===== src/rtl/fp_pkg.sv =====
// Shared fp32 definitions for the divider and round/pack logic.
// Flag bit positions match the optional flags port (FPDIV_EXC_FLAGS_EN).
package fp_pkg;

  localparam int FP_BIAS   = 127;
  localparam int FP_EXP_W  = 8;
  localparam int FP_FRAC_W = 23;

  localparam logic [31:0] FP_QNAN = 32'h7fc00000;
  localparam logic [31:0] FP_PINF = 32'h7f800000;
  localparam logic [31:0] FP_NINF = 32'hff800000;

  typedef enum logic [2:0] {
    IDLE,
    UNPACK,
    DIVIDE,
    ROUND,
    DONE
  } state_t;

  localparam int FL_INV = 4;
  localparam int FL_DZ  = 3;
  localparam int FL_OVF = 2;
  localparam int FL_UNF = 1;
  localparam int FL_NX  = 0;

  function automatic logic [31:0] fp_inf(
    input logic s
  );
    return s ? FP_NINF : FP_PINF;
  endfunction

  function automatic logic [31:0] fp_zero(
    input logic s
  );
    return {s, 31'd0};
  endfunction

endpackage


===== src/rtl/fp_round_pack.sv =====
// Normalise a 26-bit quotient, round to nearest even and pack to fp32.
// Flush-to-zero on underflow, signed infinity on overflow.
module fp_round_pack
  import fp_pkg::*;
(
  input  logic              sign,
  input  logic signed [9:0] expo,
  input  logic [25:0]       q,
  input  logic              rem_nz,
  output logic [31:0]       res,
  output logic [4:0]        flags
);

  logic [23:0]       mant;
  logic              g;
  logic              s;
  logic              inc;
  logic [24:0]       sum;
  logic signed [9:0] e1;
  logic signed [9:0] e2;
  logic [22:0]       frac;

  always_comb begin
    mant = '0;
    g    = 1'b0;
    s    = 1'b0;
    e1   = expo;
    if (q[25]) begin
      mant = q[25:2];
      g    = q[1];
      s    = q[0] | rem_nz;
      e1   = expo;
    end else begin
      mant = q[24:1];
      g    = q[0];
      s    = rem_nz;
      e1   = expo - 10'sd1;
    end

    inc = g & (s | mant[0]);
    sum = {1'b0, mant} + {24'd0, inc};

    // Carry out of rounding means the mantissa became exactly 2.0
    if (sum[24]) begin
      frac = sum[23:1];
      e2   = e1 + 10'sd1;
    end else begin
      frac = sum[22:0];
      e2   = e1;
    end

    flags        = '0;
    flags[FL_NX] = g | s;
    if (e2 >= 10'sd255) begin
      res           = fp_inf(sign);
      flags[FL_OVF] = 1'b1;
      flags[FL_NX]  = 1'b1;
    end else if (e2 <= 10'sd0) begin
      res           = fp_zero(sign);
      flags[FL_UNF] = 1'b1;
      flags[FL_NX]  = 1'b1;
    end else begin
      res = {sign, e2[7:0], frac};
    end
  end

endmodule


===== src/rtl/fp_div_seq.sv =====
// Iterative fp32 divider (restoring, one quotient bit per cycle).
// Optional flags output enabled by FPDIV_EXC_FLAGS_EN.
module fp_div_seq
  import fp_pkg::*;
#(
  parameter int          QBITS     = 26,
  parameter logic [31:0] NAN_CANON = 32'h7fc00000
) (
  input  logic        clk,
  input  logic        rst,
  input  logic        in_valid,
  output logic        in_ready,
  input  logic [31:0] a,
  input  logic [31:0] b,
  output logic        out_valid,
  input  logic        out_ready,
  output logic [31:0] result
`ifdef FPDIV_EXC_FLAGS_EN
  ,
  output logic [4:0]  flags
`endif
);

  state_t            state;
  logic [31:0]       a_q;
  logic [31:0]       b_q;
  logic              sign_q;
  logic signed [9:0] exp_q;
  logic [23:0]       mb_q;
  logic [24:0]       rem_q;
  logic [25:0]       q_q;
  logic [4:0]        cnt_q;
  logic              spec_q;
  logic [31:0]       spec_res_q;

  logic [7:0]  ea;
  logic [7:0]  eb;
  logic [22:0] fa;
  logic [22:0] fb;
  logic        sgn;
  logic        a_zero;
  logic        b_zero;
  logic        a_inf;
  logic        b_inf;
  logic        a_nan;
  logic        b_nan;

  logic        sp;
  logic [31:0] sp_res;
  logic [4:0]  sp_fl;

  logic        ge;
  logic [24:0] diff;
  logic [24:0] rem_next;

  logic [31:0] rp_res;
  logic [4:0]  rp_flags;

  assign in_ready = (state == IDLE);

  assign ea  = a_q[30:23];
  assign eb  = b_q[30:23];
  assign fa  = a_q[22:0];
  assign fb  = b_q[22:0];
  assign sgn = a_q[31] ^ b_q[31];

  // Denormals share exponent 0 and are treated as zero
  assign a_zero = (ea == 8'd0);
  assign b_zero = (eb == 8'd0);
  assign a_inf  = (ea == 8'hff) && (fa == '0);
  assign b_inf  = (eb == 8'hff) && (fb == '0);
  assign a_nan  = (ea == 8'hff) && (fa != '0);
  assign b_nan  = (eb == 8'hff) && (fb != '0);

  always_comb begin
    sp     = 1'b1;
    sp_res = '0;
    sp_fl  = '0;
    if (a_nan || b_nan) begin
      sp_res        = NAN_CANON;
      sp_fl[FL_INV] = 1'b1;
    end else if (a_zero && b_zero) begin
      sp_res        = NAN_CANON;
      sp_fl[FL_INV] = 1'b1;
    end else if (a_inf && b_inf) begin
      sp_res        = NAN_CANON;
      sp_fl[FL_INV] = 1'b1;
    end else if (b_zero) begin
      sp_res       = fp_inf(sgn);
      sp_fl[FL_DZ] = !a_inf;
    end else if (a_inf) begin
      sp_res = fp_inf(sgn);
    end else if (a_zero) begin
      sp_res = fp_zero(sgn);
    end else if (b_inf) begin
      sp_res = fp_zero(sgn);
    end else begin
      sp = 1'b0;
    end
  end

  assign ge       = (rem_q >= {1'b0, mb_q});
  assign diff     = ge ? (rem_q - {1'b0, mb_q}) : rem_q;
  assign rem_next = diff << 1;

  fp_round_pack u_round (
    .sign   (sign_q),
    .expo   (exp_q),
    .q      (q_q),
    .rem_nz (|rem_q),
    .res    (rp_res),
    .flags  (rp_flags)
  );

  always_ff @(posedge clk) begin
    if (rst) begin
      state      <= IDLE;
      a_q        <= '0;
      b_q        <= '0;
      sign_q     <= 1'b0;
      exp_q      <= '0;
      mb_q       <= '0;
      rem_q      <= '0;
      q_q        <= '0;
      cnt_q      <= '0;
      spec_q     <= 1'b0;
      spec_res_q <= '0;
      out_valid  <= 1'b0;
      result     <= '0;
    end else begin
      unique case (state)
        IDLE: begin
          if (in_valid) begin
            a_q   <= a;
            b_q   <= b;
            state <= UNPACK;
          end
        end
        UNPACK: begin
          sign_q     <= sgn;
          spec_q     <= sp;
          spec_res_q <= sp_res;
          exp_q      <= $signed({2'b00, ea})
                      - $signed({2'b00, eb})
                      + 10'sd127;
          mb_q       <= {1'b1, fb};
          rem_q      <= {2'b01, fa};
          q_q        <= '0;
          cnt_q      <= '0;
          // Specials skip the iteration and take the result register slot
          state      <= sp ? ROUND : DIVIDE;
        end
        DIVIDE: begin
          q_q   <= {q_q[24:0], ge};
          rem_q <= rem_next;
          cnt_q <= cnt_q + 5'd1;
          if (cnt_q == 5'(QBITS - 1)) begin
            state <= ROUND;
          end
        end
        ROUND: begin
          result    <= spec_q ? spec_res_q : rp_res;
          out_valid <= 1'b1;
          state     <= DONE;
        end
        DONE: begin
          if (out_ready) begin
            out_valid <= 1'b0;
            state     <= IDLE;
          end
        end
        default: state <= IDLE;
      endcase
    end
  end

`ifdef FPDIV_EXC_FLAGS_EN
  logic [4:0] spec_fl_q;

  always_ff @(posedge clk) begin
    if (rst) begin
      spec_fl_q <= '0;
      flags     <= '0;
    end else begin
      if (state == UNPACK) begin
        spec_fl_q <= sp_fl;
      end
      if (state == ROUND) begin
        flags <= spec_q ? spec_fl_q : rp_flags;
      end
    end
  end
`else
  logic unused_flags;
  assign unused_flags = ^{sp_fl, rp_flags};
`endif

endmodule

===== config.mk =====
export PLATFORM = sky130hd
export DESIGN_NAME = fp_div_seq
export DESIGN_NICKNAME = d
export VERILOG_FILES = /design/src/rtl/fp_pkg.sv /design/src/rtl/fp_round_pack.sv /design/src/rtl/fp_div_seq.sv
export SDC_FILE = /design/constraint.sdc
export NUM_CORES = 1
export LEC_CHECK = 0
export CAP_MARGIN = 20
export CELL_PAD_IN_SITES_DETAIL_PLACEMENT = 0
export CELL_PAD_IN_SITES_GLOBAL_PLACEMENT = 2
export CORE_AREA = 10 10 184 186
export DETAILED_ROUTE_END_ITERATION = 10
export DIE_AREA = 0 0 194 196
export PLACE_DENSITY_LB_ADDON = 0.15
export SYNTH_ARGS = -nofsm -noshare
export SYNTH_HDL_FRONTEND = slang
export SYNTH_SLANG_ARGS = --single-unit
export TNS_END_PERCENT = 1

===== constraint.sdc =====
create_clock -name clk -period 6.7 [get_ports clk]
set_clock_uncertainty 0.05 [all_clocks]
set_input_delay 0.67 -clock clk [delete_from_list [all_inputs] [get_ports clk]]
set_output_delay 0.67 -clock clk [all_outputs]
set_load 0.05 [all_outputs]

Yosys cells after proc, flatten, opt, wreduce, memory -nomap -nowiden
Index checks and enable logic that the tools add are counted.
- add/sub/neg operators: 7
- multipliers: 0
- div/mod/pow operators: 0
- $lt $le $gt $ge: 3
- eq/ne operators: 10
- shift operators: 0
- mux-type cells: 36
- bitwise logic cells: 4
- reduce and logical (&&, ||, !) cells: 20
- operator list (cell ; number):
    32-bit 2-to-1 mux ; 11
    26-bit case mux with 2 select lines ; 1
    25-bit case mux with 2 select lines ; 1
    24-bit 2-to-1 mux ; 2
    23-bit logical NOT ; 2
    23-bit nonzero test ; 2
    31-bit 2-to-1 mux ; 1
    24-bit by 1-bit adder with 25-bit output ; 1
    25-bit by 24-bit >= comparator with 1-bit output ; 1
    25-bit OR reduction ; 1
    24-bit subtractor ; 1
    23-bit 2-to-1 mux ; 1
    10-bit 2-to-1 mux ; 2
    8-bit == test, second input constant ; 2
    8-bit logical NOT ; 2
    3-bit case mux with 5 select lines ; 1
    1-bit 2-to-1 mux ; 11
    10-bit by 2-bit adder with 10-bit output, second input constant ; 1
    9-bit by 8-bit adder with 10-bit output, second input constant ; 1
    10-bit by 9-bit >= comparator with 1-bit output, second input constant ; 1
    10-bit by 1-bit <= comparator with 1-bit output, second input constant ; 1
    5-bit case mux with 2 select lines ; 1
    10-bit by 2-bit subtractor with 10-bit output, second input constant ; 1
    3-bit 2-to-1 mux ; 3
    other kinds (17) ; 28
- register bits: 224
- latch bits: 0
- RAM bits: 0
- bits in read-only memories: 0
- word-level logic and storage cells: 93
- memories kept: 0

Depth between registers and ports, before layout
Gate-level depths: netlist (run 1).
- depth after elaboration: 11
- mapped depth: 18
- mapped depth without buffers: 13

Cells and area by module
Synthesis (run 1) repeated with hierarchy kept, for this count alone.
- cells, all modules: 1518
- area, all modules: 11377.2 um^2
- by module, submodules not included (module ; instances ; cells an instance ; area each (um^2) ; seq. area each (um^2)):
    fp_div_seq ; 1 ; 1220 ; 9404.0 ; 3903.7
    fp_round_pack ; 1 ; 298 ; 1973.1 ; 0.0

Least setup slack after synthesis (run 1)
OpenSTA, ideal clock, no wires.
- path kind: reg-to-reg
- from: register q_q[25]
- to: register result[17]
- library setup time: 117 ps
- arrival: 4119 ps
- path slack: 2414 ps
- cell stages (with the launch flop): 19
- path buffers: 7
- period minus slack after synthesis: 4286 ps
- cell sequence: dfxtp_1 > buf_4 > buf_2 > clkbuf_1 > clkbuf_1 > buf_1 > mux2_2 > ha_1 > nand2_1 > nor4_2 > and3_1 > clkbuf_1 > o2111a_1 > nor2_2 > o41a_4 > nand3_4 > nor4_2 > buf_6 > a32o_1
- cells in the longest elaborated chain, start to end: 9
- ends and longest elaborated chain (item ; line ; text):
    start, declared ; fp_div_seq.sv:31 ; logic [25:0] q_q;
    start signal, assigned ; fp_div_seq.sv:154 ; q_q <= {q_q[24:0], ge};
    1-bit 2-to-1 mux / 24-bit 2-to-1 mux (equally long branches) ; fp_round_pack.sv:28 ; if (q[25]) begin
    1-bit bitwise OR ; fp_round_pack.sv:40 ; inc = g & (s | mant[0]);
    1-bit AND ; fp_round_pack.sv:40 ;
    24-bit by 1-bit adder with 25-bit output ; fp_round_pack.sv:41 ; sum = {1'b0, mant} + {24'd0, inc};
    10-bit 2-to-1 mux ; fp_round_pack.sv:44 ; if (sum[24]) begin
    10-bit by 1-bit <= comparator with 1-bit output ; fp_round_pack.sv:58 ; end else if (e2 <= 10'sd0) begin
    31-bit 2-to-1 mux ; fp_round_pack.sv:58 ;
    32-bit 2-to-1 mux * ; fp_round_pack.sv:54 ; if (e2 >= 10'sd255) begin
    32-bit 2-to-1 mux * ; fp_div_seq.sv:162 ; result <= spec_q ? spec_res_q : rp_res;
    end signal, assigned ; fp_div_seq.sv:162 ;
    end, declared ; fp_div_seq.sv:17 ; output logic [31:0] result
Every way passes the cells marked *; elsewhere a longest branch is shown, timed or not.
A chain may end at the register's enable or synchronous reset.

Final worst setup path (run 1)
- from: register q_q[25]
- to: register result[5]
Same word-level chain as after synthesis.

==> results of run 1 <==
-- state kept, by name, summed over array words and instances (netlist names) --
signal	flops
exp_q	10
b_q	32
mb_q	24
rem_q	25
spec_q	1
cnt_q	5
out_valid	1
result	32
q_q	26
spec_res_q	3
a_q	32
sign_q	1
state	3
-- per-stage QoR --
| stage | total power, mW | worst slack, ns | utilization [%] | hold slack [ns] | std cells |
|---|---|---|---|---|---|
| 3_3_place_gp | 3.64 | 2.39 | 40.3 | 0.387 | 1846 |
| 3_5_place_dp | 3.63 | 2.23 | 40.3 | 0.395 | 1846 |
| 2_1_floorplan | 3.09 | 2.41 | - | 0.382 | 1435 |
| 5_1_grt | 5.04 | 2.10 | 42.3 | 0.389 | 1879 |
| 4_1_cts | 4.73 | 2.20 | 42.3 | 0.383 | 1878 |
| 6_report | 4.67 | 2.42 | 42.3 | 0.402 | 1879 |
-- layout by cell type (no fill, tap or decap), types with 7 or more instances in the layout --
cell | Yosys | layout
inv_1 | 51 | 51
a211oi_1 | 18 | 18
nor2b_1 | 11 | 11
or2_2 | 8 | 8
o211ai_1 | 8 | 8
a21oi_1 | 167 | 166
nor4_1 | 22 | 22
xnor2_1 | 29 | 29
nor3_1 | 23 | 23
dfxtp_1 | 195 | 194
ha_1 | 38 | 38
nand2b_1 | 8 | 8
mux2i_1 | 31 | 31
a21boi_0 | 8 | 8
a31oi_1 | 7 | 7
o21a_1 | 10 | 10
and2_1 | 9 | 8
nand2_1 | 305 | 304
nor2_1 | 89 | 88
a22oi_1 | 30 | 30
clkdlybuf4s50_1 | 0 | 100
and3_1 | 12 | 12
a32o_1 | 7 | 7
a21o_1 | 17 | 17
clkbuf_16 | 0 | 17
nand4_1 | 23 | 23
buf_4 | 1 | 13
o21ai_0 | 45 | 45
xor2_1 | 18 | 18
a311oi_1 | 7 | 7
mux2_2 | 8 | 8
nand3_1 | 41 | 41
-- layer usage --
layer | vias up | global-route usage [%] | wire length (um)
met5 | - | 0 | 0
met4 | 0 | 3.96 | 432
met3 | 20 | 3.15 | 1220
met2 | 168 | 28.7 | 15800
met1 | 4600 | 22.1 | 15700
li1 | 5128 | - | -
-- power breakdown --
group          internal [mW]  switching, mW  total [mW]
registers               1.28          0.144        1.42
logic                  0.886           1.29        2.18
clock network          0.542          0.529        1.07
-- area by class of cell --
| cell class | count | area, um2 | share of cell area (%) |
|---|---|---|---|
| Clock inverter | 15 | 180 | 1.41 |
| Timing Repair Buffer | 114 | 1110 | 8.64 |
| Tap cell | 396 | 495 | 3.87 |
| Multi-Input combinational cell | 1091 | 6500 | 50.8 |
| Sequential cell | 195 | 3910 | 30.5 |
| Clock buffer | 17 | 425 | 3.32 |
| Inverter | 51 | 191 | 1.50 |
-- worst paths after layout --
check / from / cells past startpoint / to / slack (ns)
worst max register to register: q_q[25] / 14 / result[5] / 2.42
worst min-delay path: rst / 2 / result[0] / 0.40
worst max-delay path: q_q[25] / 14 / result[5] / 2.42
worst min register to register: mb_q[6] / 2 / mb_q[6] / 0.41
-- critical path, cell delays in order, from the launching register on --
cell and delay, ns:
dfxtp_2 0.33, buf_4 0.51, nand2_1 0.14, a21boi_0 0.22, ha_1 0.21, nand2_1 0.13, nor4_2 0.55, and3_1 0.37
and2_1 0.47, a21oi_1 0.15, o41a_4 0.41, nand3_4 0.12, nor4_2 0.06, clkbuf_4 0.21, a32o_1 0.23
-- cell families after synthesis --
kind of cell	count (synthesis)	synth area share, %
AO/OA/AOI/OAI	374	21.7
XOR/XNOR	48	3.90
adder cells (fa/ha/maj)	40	4.70
buffers and inverters	149	5.33
flip-flops	195	35.6
multiplexers	39	3.65
AND/OR/NAND/NOR	590	25.1
==> impl_metrics.yaml, run 1 <==
placed_design:
  dp_hpwl_mm: 24.2
  gp_congestion: 0.871
  io_buffers: 101
  placed_area_mm2: 0.0122
synthesis:
  ys_seq_area_share_pct: 35.6
  synth-edff-count: 0
  yosys.area.top_type: "dfxtp_1"
  ys_top_cells_by_area: "dfxtp_1, nand2_1, a21oi_1"
  synth_top_area_share_pct: 35.6
  synth.top_cells.by_count: "nand2_1, dfxtp_1, a21oi_1, nor2_1, clkbuf_1"
  yosysMostFrequentCell: "nand2_1"
  synth-async-reset-ratio_pct: 0
  syn_avg_cell_area_um2: 7.64
  yosys_warnings: 0
  syn_nets: 1543
  synth_top_flop_cell: "dfxtp_1"
  ys_seq_elements: 195
  synthCells: 1435
  synth_area_mm2: 0.0110
  synth_cell_types: 80
sta:
  rsz0062_at_grt: "no"
  worst_pin_slew_ns: 1.01
  period_minus_slack_ns: 4.28
  slew_headroom_pct: 32.9
  period_share_pct: 63.9
  final_max_slew_viol_count: 0
  max_freq_mhz: 233
  setup_viol: 0
  totalNegativeSetupSlack_ns: 0
  hold_viol: 0
clock_tree:
  cts_hold_buf: 0
  worstSkewPairLatency_ns: 0.44
  post_cts_buffers: 0
  cts_resized: 0
  htree_num_levels: 4
  cts_root_buffer: "clkbuf_16"
  cts_sinks: 195
  clk_path_buf_depth: 2
  numCtsBuffers: 17
  cts_tree: "built"
  path_clk_slew_ns: 0.08
layout:
  n_fill_cell: 3205
  finalInstanceArea_mm2: 0.0128
  nets: 1578
  syn_to_final_growth_pct: 16.8
  drive_above_1_share_pct: 6.00
  n_antenna_cell: 0
drt:
  dr.first_iter.drc_count: 656
  dr.pass1.iters: 5
  avgViaCountPerCell: 5.28
  wirelength_mm: 33.1
  drcViolationCount: 0
  routedWlPerCell_um: 17.6
  drt.antenna.violating_nets: 0
  vias: 9916
power:
  leakagePower_nw: 4.72
  p_per_area_mw_per_mm2: 365
  peakVddDrop_mv: 0.200
setup_path:
  start_kind: "flip-flop"
  cp.required_ns: 6.99
  crit_type: "flip-flop to flip-flop"
  end_kind: "flip-flop"
  cp_max_fo: 56
  arrival_ns: 4.57
floorplan:
  ios: 102
  die_area_mm2: 0.0380
  rows: 64
  core_area_mm2: 0.0303
  die_h_um: 196
  die_x_um: 194
  initial_core_util_pct: 36.2
grt:
  first_global_vias: 9652
  grt_max_degree: 92
  grt_overflow: 0
  grt_use_total_pct: 17.1
  grt_pass1_wl_mm: 53.7
  antenna_found_initial: 0
hold_path:
  hold_path.class: "primary input to flip-flop"
run_status:
  status: "finished, final reports clean"
flow_run:
  cap_viol_max_count: 0
(Power assumes the default switching activity.)
==> run 2: changes to the inputs <==
--- a/config.mk
+++ b/config.mk
@@ -8,9 +8,9 @@
 export CAP_MARGIN = 20
 export CELL_PAD_IN_SITES_DETAIL_PLACEMENT = 0
 export CELL_PAD_IN_SITES_GLOBAL_PLACEMENT = 2
-export CORE_AREA = 10 10 184 186
+export CORE_AREA = 10 10 200 202
 export DETAILED_ROUTE_END_ITERATION = 10
-export DIE_AREA = 0 0 194 196
+export DIE_AREA = 0 0 210 212
 export PLACE_DENSITY_LB_ADDON = 0.15
 export SYNTH_ARGS = -nofsm -noshare
 export SYNTH_HDL_FRONTEND = slang
==> constraint.sdc (replaced) <==
create_clock -name clk -period 3.46 [get_ports clk]
set_clock_uncertainty 0.05 [all_clocks]
set_input_delay 0.346 -clock clk [delete_from_list [all_inputs] [get_ports clk]]
set_output_delay 0.346 -clock clk [all_outputs]
set_load 0.05 [all_outputs]
==> run 2 against run 1 <==
  * Total power up 110%
  * Sequential share of layout area down 1.9 points
  * Combinational power up 120%
  * First-iteration DRC count down 22%
  * Via count up 2.9%
  * Sequential cell count unchanged
  * Cell area up 6.6%
  * Die area up 17%
  * Clock power up 93%
  * Critical endpoint is now result[24]
  * Highest routed layer unchanged
==> impl_metrics.yaml, run 2 (synthesized netlist as in run 1, its figures left out) <==
layout:
  drive_above_1_share_pct: 11.3
  finish.utilization_pct: 37.8
  finalInstanceArea_mm2: 0.0136
  syn_to_final_growth_pct: 24.5
  layout_commonest_cell: "nand2_1"
  n_fill_cell: 3852
  n_antenna_cell: 0
  reg_top3: "a_q x32, b_q x32, result x32"
  nets: 1649
  mostFrequentLayoutCells: "nand2_1, dfxtp_1, a21oi_1, clkdlybuf4s50_1, nor2_1"
sta:
  slew_headroom_pct: 36.7
  period_minus_slack_ns: 3.29
  final_max_slew_viol_count: 0
  hold_viol: 0
  worst_pin_slew_ns: 0.950
  period_share_pct: 95.0
  setup_viol: 0
  max_freq_mhz: 304
placed_design:
  gp_congestion: 0.842
  placed_area_mm2: 0.0129
  io_buffers: 101
  dp_hpwl_mm: 26.6
floorplan:
  core_area_mm2: 0.0361
  initial_core_util_pct: 30.4
  ios: 102
  die_x_um: 210
  die_h_um: 212
  rows: 70
  die_area_mm2: 0.0445
setup_path:
  critPathTopFamily: "simple AND/OR/NAND/NOR gates"
  crit_slowest_cell: "o41a_4"
  start_kind: "flip-flop"
  path_cells: "inv_1 -> ha_4 -> mux2i_4 -> ha_2 -> nand2_1 -> nor4b_4 -> and4_4 -> nand3_2 -> xnor2_2 -> o41a_4 -> buf_4 -> a2bb2oi_2 -> and3_1 -> nor3_2"
  crit_type: "flip-flop to flip-flop"
  cp.required_ns: 3.79
  slowest_delay_ns: 0.52
  end_kind: "flip-flop"
  arrival_ns: 3.62
  worst-path-buf-inv: 2
  cp_max_fo: 6
power:
  p_per_area_mw_per_mm2: 703
  peakVddDrop_mv: 0.443
  total_power_mw: 9.59
  leakagePower_nw: 5.15
clock_tree:
  cts_tree: "built"
  numCtsBuffers: 17
  cts_sinks: 195
  cts_root_buffer: "clkbuf_16"
  path_clk_slew_ns: 0.08
  worstSkewPairLatency_ns: 0.45
  htree_num_levels: 4
  clk_path_buf_depth: 2
  cts_hold_buf: 0
hold_path:
  hold_path.class: "primary input to flip-flop"
grt:
  grt_max_degree: 65
  grt_overflow: 0
  grt_pass1_wl_mm: 57.2
  antenna_found_initial: 0
  grt_use_total_pct: 16.0
  first_global_vias: 10000
drt:
  drcViolationCount: 0
  avgViaCountPerCell: 5.05
  vias: 10200
  drt.antenna.violating_nets: 0
  wirelength_mm: 35.7
  routedWlPerCell_um: 17.7
  dr.pass1.iters: 5
  dr.first_iter.drc_count: 509
flow_run:
  cap_viol_max_count: 0
run_status:
  status: "finished, final reports clean"
## run 2: changes by cell type in the layout (fill, tap and decap cells not counted), sizes merged
cell	previous run	this run
clkinv	1	4
inv	62	53
clkinvlp	2	5
buf	13	85
clkbuf	18	19
bufinv	1	2
## run 2: layer usage
layer	vias up	track usage [%]	wire length, um
met5	-	0	0
met2	128	25.8	16500
met3	22	2.70	956
met4	0	4.19	502
met1	4786	21.5	17800
li1	5272	-	-
## run 2: worst reg2reg max path, cell delays in order (launching register included)
cell and delay, ns:
dfxtp_2 0.33, inv_1 0.06, ha_4 0.25, mux2i_4 0.16, ha_2 0.21, nand2_1 0.08, nor4b_4 0.32, and4_4 0.29
nand3_2 0.10, xnor2_2 0.19, o41a_4 0.52, buf_4 0.15, a2bb2oi_2 0.19, and3_1 0.23, nor3_2 0.09
## run 2: path summary, 6_finish.rpt
kind / from / endpoint / slack, ns / depth (start not counted)
worst max-delay path: exp_q[0] / result[24] / 0.17 / 14
worst min-delay path: rst / result[29] / 0.30 / 2
worst max register to register: exp_q[0] / result[24] / 0.17 / 14
worst min register to register: spec_res_q[31] / spec_res_q[31] / 0.40 / 2
## run 2: layout make-up
class                   count  area [um2]  share of cell area, %
well taps                 468         586                   4.29
repair buffers            185        1750                   12.8
flip-flops and latches    195        3910                   28.6
multi-input cells        1091        6620                   48.5
clock inverters            13         153                   1.12
inverters                  51         191                   1.40
clock buffers              19         443                   3.25
## run 2: what timing repair did
item	in CTS	in global routing
endpoints found under the hold margin	0	0
pin swaps	0	7
buffers inserted	0	3
setup endpoints to repair	12	25
gates resized for setup	3	14
## run 2: power by group
group / switching [mW] / internal (mW)
combinational: 2.66 / 2.13
sequential: 0.264 / 2.48
clock: 0.962 / 1.10
## run 2: per-stage QoR
| step | TNS [ns] | cells | hold slack [ns] | setup WS [ns] |
|---|---|---|---|---|
| 3_5_place_dp | -2.73 | 1986 | 0.397 | -0.274 |
| 5_1_grt | -0.0873 | 2022 | 0.336 | -0.0379 |
| 4_1_cts | 0 | 2018 | 0.280 | 0.0201 |
| 2_1_floorplan | -0.0146 | 1435 | 0.382 | -0.00365 |
| 6_report | 0 | 2022 | 0.303 | 0.172 |
| 3_3_place_gp | -1.48 | 1986 | 0.388 | -0.160 |
==> run 3: changes to the inputs <==
--- a/config.mk
+++ b/config.mk
@@ -8,9 +8,9 @@
 export CAP_MARGIN = 20
 export CELL_PAD_IN_SITES_DETAIL_PLACEMENT = 0
 export CELL_PAD_IN_SITES_GLOBAL_PLACEMENT = 2
-export CORE_AREA = 10 10 200 202
+export CORE_AREA = 10 10 221 223
 export DETAILED_ROUTE_END_ITERATION = 10
-export DIE_AREA = 0 0 210 212
+export DIE_AREA = 0 0 231 233
 export PLACE_DENSITY_LB_ADDON = 0.15
 export SYNTH_ARGS = -nofsm -noshare
 export SYNTH_HDL_FRONTEND = slang
==> run 3 against run 2 <==
  * Critical path depth is 1 higher
  * Sequential share of layout area shrank 0.41 points
  * Global-route usage down 1.7 points
  * Critical path type unchanged
  * Largest cell class unchanged
==> impl_metrics.yaml, run 3 (synthesized netlist as in run 1, its figures left out) <==
hold_path:
  holdPathEnd: "result[29]"
  hold_path.class: "primary input to flip-flop"
  holdPathStages: 2
  hold_start: "rst"
sta:
  max_freq_mhz: 302
  rsz0062_at_grt: "yes"
  final_max_slew_viol_count: 0
  totalNegativeSetupSlack_ns: 0
  hold_viol: 0
  worst_pin_slew_ns: 0.878
  slew_headroom_pct: 41.3
  period_minus_slack_ns: 3.31
  period_share_pct: 95.6
  setup_viol: 0
setup_path:
  worst-path-buf-inv: 3
  critPathTopFamily: "simple AND/OR/NAND/NOR gates"
  path_cells: "inv_1 -> ha_4 -> mux2i_4 -> ha_2 -> nand2_1 -> nor4b_4 -> buf_4 -> nand4_1 -> or3_1 -> nand4_1 -> o41a_4 -> buf_4 -> nand2_1 -> or4_1 -> a21oi_1"
  crit_slowest_cell: "or4_1"
  arrival_ns: 3.68
  crit_type: "flip-flop to flip-flop"
  end_kind: "flip-flop"
  worstRegToRegCells: 15
  cp_max_fo: 3
  start_kind: "flip-flop"
  cp-startpoint: "exp_q[0]"
  reg2reg_to: "result[0]"
  regToRegStartpoint: "exp_q[0]"
  slowest_delay_ns: 0.50
  worst-r2r-setup-slack_ns: 0.15
  cp.required_ns: 3.84
layout:
  reg_top3: "a_q x32, b_q x32, result x32"
  n_fill_cell: 4876
  seq_area_mm2: 0.00391
  nets: 1657
  finish.utilization_pct: 31.4
  multi_input_area_mm2: 0.00663
  mostFrequentLayoutCells: "nand2_1, dfxtp_1, a21oi_1, clkdlybuf4s50_1, nor2_1"
  layout_commonest_cell: "nand2_1"
  drive_above_1_share_pct: 11.8
  syn_to_final_growth_pct: 26.3
  n_antenna_cell: 0
  fin_cells: 2153
clock_tree:
  path_clk_slew_ns: 0.08
  cts_hold_buf: 0
  cts_tree: "built"
  htree_num_levels: 4
  cts_sinks: 195
  worstSkewPairLatency_ns: 0.50
  cts_root_buffer: "clkbuf_16"
  clk_path_buf_depth: 2
  numCtsBuffers: 17
grt:
  grt_pass1_wl_mm: 60.2
  first_global_vias: 10200
  grt_max_degree: 132
  grt_overflow: 0
  grt_use_total_pct: 14.3
  antenna_found_initial: 0
floorplan:
  core_area_mm2: 0.0441
  initial_core_util_pct: 24.8
  die_h_um: 233
  ios: 102
  die_x_um: 231
  die_area_mm2: 0.0538
  rows: 77
drt:
  wl_met2_mm: 17.5
  avgViaCountPerCell: 4.80
  wirelength_mm: 38.2
  drcViolationCount: 0
  drt-met1-wl_mm: 19.0
  top_layer_used: "met4"
  wl_met3_mm: 1.37
  vias: 10300
  dr.pass1.iters: 5
  routedWlPerCell_um: 17.8
  drt.antenna.violating_nets: 0
  dr.first_iter.drc_count: 572
placed_design:
  gp_congestion: 0.785
  dp_cells: 2120
  io_buffers: 101
  dp_hpwl_mm: 28.1
power:
  p_per_area_mw_per_mm2: 708
  peakVddDrop_mv: 0.330
  leakagePower_nw: 5.21
flow_run:
  cap_viol_max_count: 0
run_status:
  status: "finished, final reports clean"
## run 3: cell types whose count changed in the layout (fill, tap and decap cells not counted), sizes merged
cell	previous run	this run
buf	85	93
bufinv	2	3
clkbuf	19	20
clkinv	4	3
clkinvlp	5	2
inv	53	54
## run 3: worst register-to-register path, cell delays in order (launching register included)
cell and delay [ns]:
dfxtp_1 0.33, inv_1 0.07, ha_4 0.25, mux2i_4 0.15, ha_2 0.20, nand2_1 0.09, nor4b_4 0.31, buf_4 0.15
nand4_1 0.13, or3_1 0.40, nand4_1 0.12, o41a_4 0.17, buf_4 0.12, nand2_1 0.07, or4_1 0.50, a21oi_1 0.15
## run 3: metrics by stage
step                      power, mW  area, um2  hold WS, ns  worst slack [ns]
after floorplan                5.99      11100        0.382          -0.00365
after global placement         7.68      13100        0.389            -0.131
after detailed placement       7.64      13100        0.392            -0.216
after CTS                      9.86      13700        0.161            0.0320
after global routing           10.5      13800        0.188          0.000482
final                          9.80      13800        0.192             0.153
## run 3: how the worst max path moves through the flow
stage            endpoint  slack (ns)  depth (start not counted)
2_1_floorplan  result[17]      -0.004                         18
3_3_place_gp    result[5]       -0.13                         13
3_5_place_dp   result[17]       -0.22                         13
4_1_cts        result[28]        0.03                         14
5_1_grt        result[28]      0.0005                         13
6_report        result[0]        0.15                         15
## run 3: metal layers
| layer | track usage (%) | vias up |
|---|---|---|
| met2 | 22.9 | 149 |
| met3 | 3.52 | 24 |
| met5 | 0 | - |
| met1 | 18.8 | 4874 |
| met4 | 3.78 | 0 |
| li1 | - | 5288 |
## run 3: power breakdown
| part | internal [mW] | switching [mW] | leakage, nW |
|---|---|---|---|
| sequential | 2.48 | 0.256 | 1.59 |
| combinational | 2.17 | 2.74 | 3.33 |
| clock | 1.18 | 0.987 | 0.293 |
## run 3: what timing repair did
item,4_1_cts,5_1_grt
setup endpoints to repair,11,22
pin swaps,0,9
buffers inserted,0,2
hold endpoints to repair,0,0
resized for setup,1,21
## run 3: final cells by class
type / instances / share of cell area, %
Timing Repair Buffer: 193 / 12.8
Sequential cell: 195 / 28.2
Tap cell: 592 / 5.35
Clock buffer: 20 / 3.30
Inverter: 51 / 1.38
Clock inverter: 11 / 1.08
Multi-Input combinational cell: 1091 / 47.9
==> RTL edit: new RTL, flow settings as in run 2 <==
The option `FPDIV_EXC_FLAGS_EN` is turned on by a define.
--- a/src/rtl/fp_div_seq.sv
+++ b/src/rtl/fp_div_seq.sv
@@ -1,5 +1,7 @@
 // Iterative fp32 divider (restoring, one quotient bit per cycle).
 // Optional flags output enabled by FPDIV_EXC_FLAGS_EN.
+`define FPDIV_EXC_FLAGS_EN
+
 module fp_div_seq
   import fp_pkg::*;
 #(
Function (old outputs only; new: flags): kept (Yosys induction, for registers that start in step).
==> RTL edit against run 2 <==
  * Routed wire length is 4.3% higher
  * Synthesized area is 2.0% higher
  * Combinational power is 8.1% higher
  * Sequential share of layout area is 0.28 points lower
  * Total power is 11% higher
  * Sequential cell count is 6 higher
  * Sequential power is 4% higher
  * Design area is 4.2% higher
  * Setup slack worse by 0.12 ns
  * Largest cell class unchanged
  * Largest power group unchanged
==> RTL edit: results (changes against run 2) <==
metric,value,unit,change
global-route wire length before repair,59600,um,+4.2%
number of antenna repair diodes,0,,unchanged
Critical Path Fanout Max,19,,+13
fillers,3784,,-1.8%
Global Route met1 Usage,20.9,%,-0.66 points
switching part of the total,40.4,%,-0.13 points
type of the worst setup path,reg -> reg,,
Routed met2 length,17900,um,+8.7%
worst setup timing slack at the placement stage,-0.243,ns,+0.0312 ns
routed via count divided by cell count,5.17,,+2.5%
largest net degree at the start of global routing,92,,+42%
net count after synthesis,1553,,+0.65%
Reg-to-Reg End,result[5]$_SDFFE_PP0P_,,
worst hold path type,in -> reg,,
CTS Buf Count,26,,+9
length of routed met3 wiring,1330,um,+39%
total chip power,10.7,mW,+11%
final HPWL from detailed placement,27800,um,+4.3%
NumNets Final,1690,,+2.5%
GR Layer Usage met3,2.58,%,-0.12 points
Global Route Usage Sum,16.4,%,+0.38 points
headroom to the max-slew limit,46.5,%,+9.9 points
endpoint of the worst hold-timing path,q_q[19]$_SDFFE_PP0N_,,
slack of the critical path,0.0558,ns,-0.116 ns
Layout Cells excl Fill,2067,,+2.2%
weighted congestion reported at the end of routability-driven placement,0.826,,-1.9%
mux contribution to synthesized area,2.13,%,-1.5 points
XOR/XNOR Fraction of Synth Area,4.31,%,+0.40 points
Yosys Warn Count,0,,unchanged
compound-gate portion of the synthesized area,24.1,%,+2.3 points
gate count of the mapped netlist,1445,,+0.70%
Post-Route Hold Slack,0.274,ns,-0.0292 ns
part of the power in combinational logic,48.6,%,-1.4 points
sequential element share of the synthesized area,36.0,%,+0.36 points
post-detailed-placement cell area,0.0133,mm2,+2.9%
worst r2r path cells,10,,-4
post-CTS setup buffer count,1,,+1
share of final-layout standard cells stronger than drive strength 1,12.6,%,+1.4 points
met2 usage in global routing,28.4,%,+2.5 points
result of the run,"finished, final reports clean",,
worst path arrival time,3.78,ns,+0.16 ns
CP max stage cell,sky130_fd_sc_hd__or4_4,,
multi-input combinational cell area,0.00665,mm2,+0.47%
port buffer count,106,,+5.0%
part of the total power dissipated in sequential elements,26.8,%,-1.8 points
via count of the first global-routing pass,10700,,+6.6%
cts repair resizes,1,,-2
CTS H-tree lvls,1,,-3
Clock Root Buffer,sky130_fd_sc_hd__clkbuf_16,,
post-route met1 wirelength,17300,um,-2.9%
number of buffers on the longest clock path,3,,+1
final WL,37200,um,+4.3%
iteration-0 DRC count of the detailed router,532,,+4.5%
clock-pin transition on the worst setup and hold timing paths,0.06,ns,-0.02 ns
Leak,5.15,nW,-0.13%
[RTL edit: changes by cell type after synthesis, moves of 8 or more]
| cell | delta |
|---|---|
| sky130_fd_sc_hd__o21ai_0 | -20 |
| sky130_fd_sc_hd__nand3_1 | -24 |
| sky130_fd_sc_hd__nand2_1 | -45 |
| sky130_fd_sc_hd__clkbuf_1 | +8 |
| sky130_fd_sc_hd__nor3_1 | +14 |
| sky130_fd_sc_hd__mux2i_1 | -14 |
| sky130_fd_sc_hd__o22ai_1 | +12 |
| sky130_fd_sc_hd__nor2_1 | +17 |
| sky130_fd_sc_hd__a211oi_1 | +21 |
[RTL edit: layout make-up]
| cell class | count | share of cell area [%] |
|---|---|---|
| clock buffers | 39 | 5.34 |
| clock inverters | 6 | 0.510 |
| inverters | 58 | 1.53 |
| multi-input cells | 1082 | 46.8 |
| flip-flops and latches | 201 | 28.3 |
| well taps | 468 | 4.12 |
| repair buffers | 213 | 13.4 |
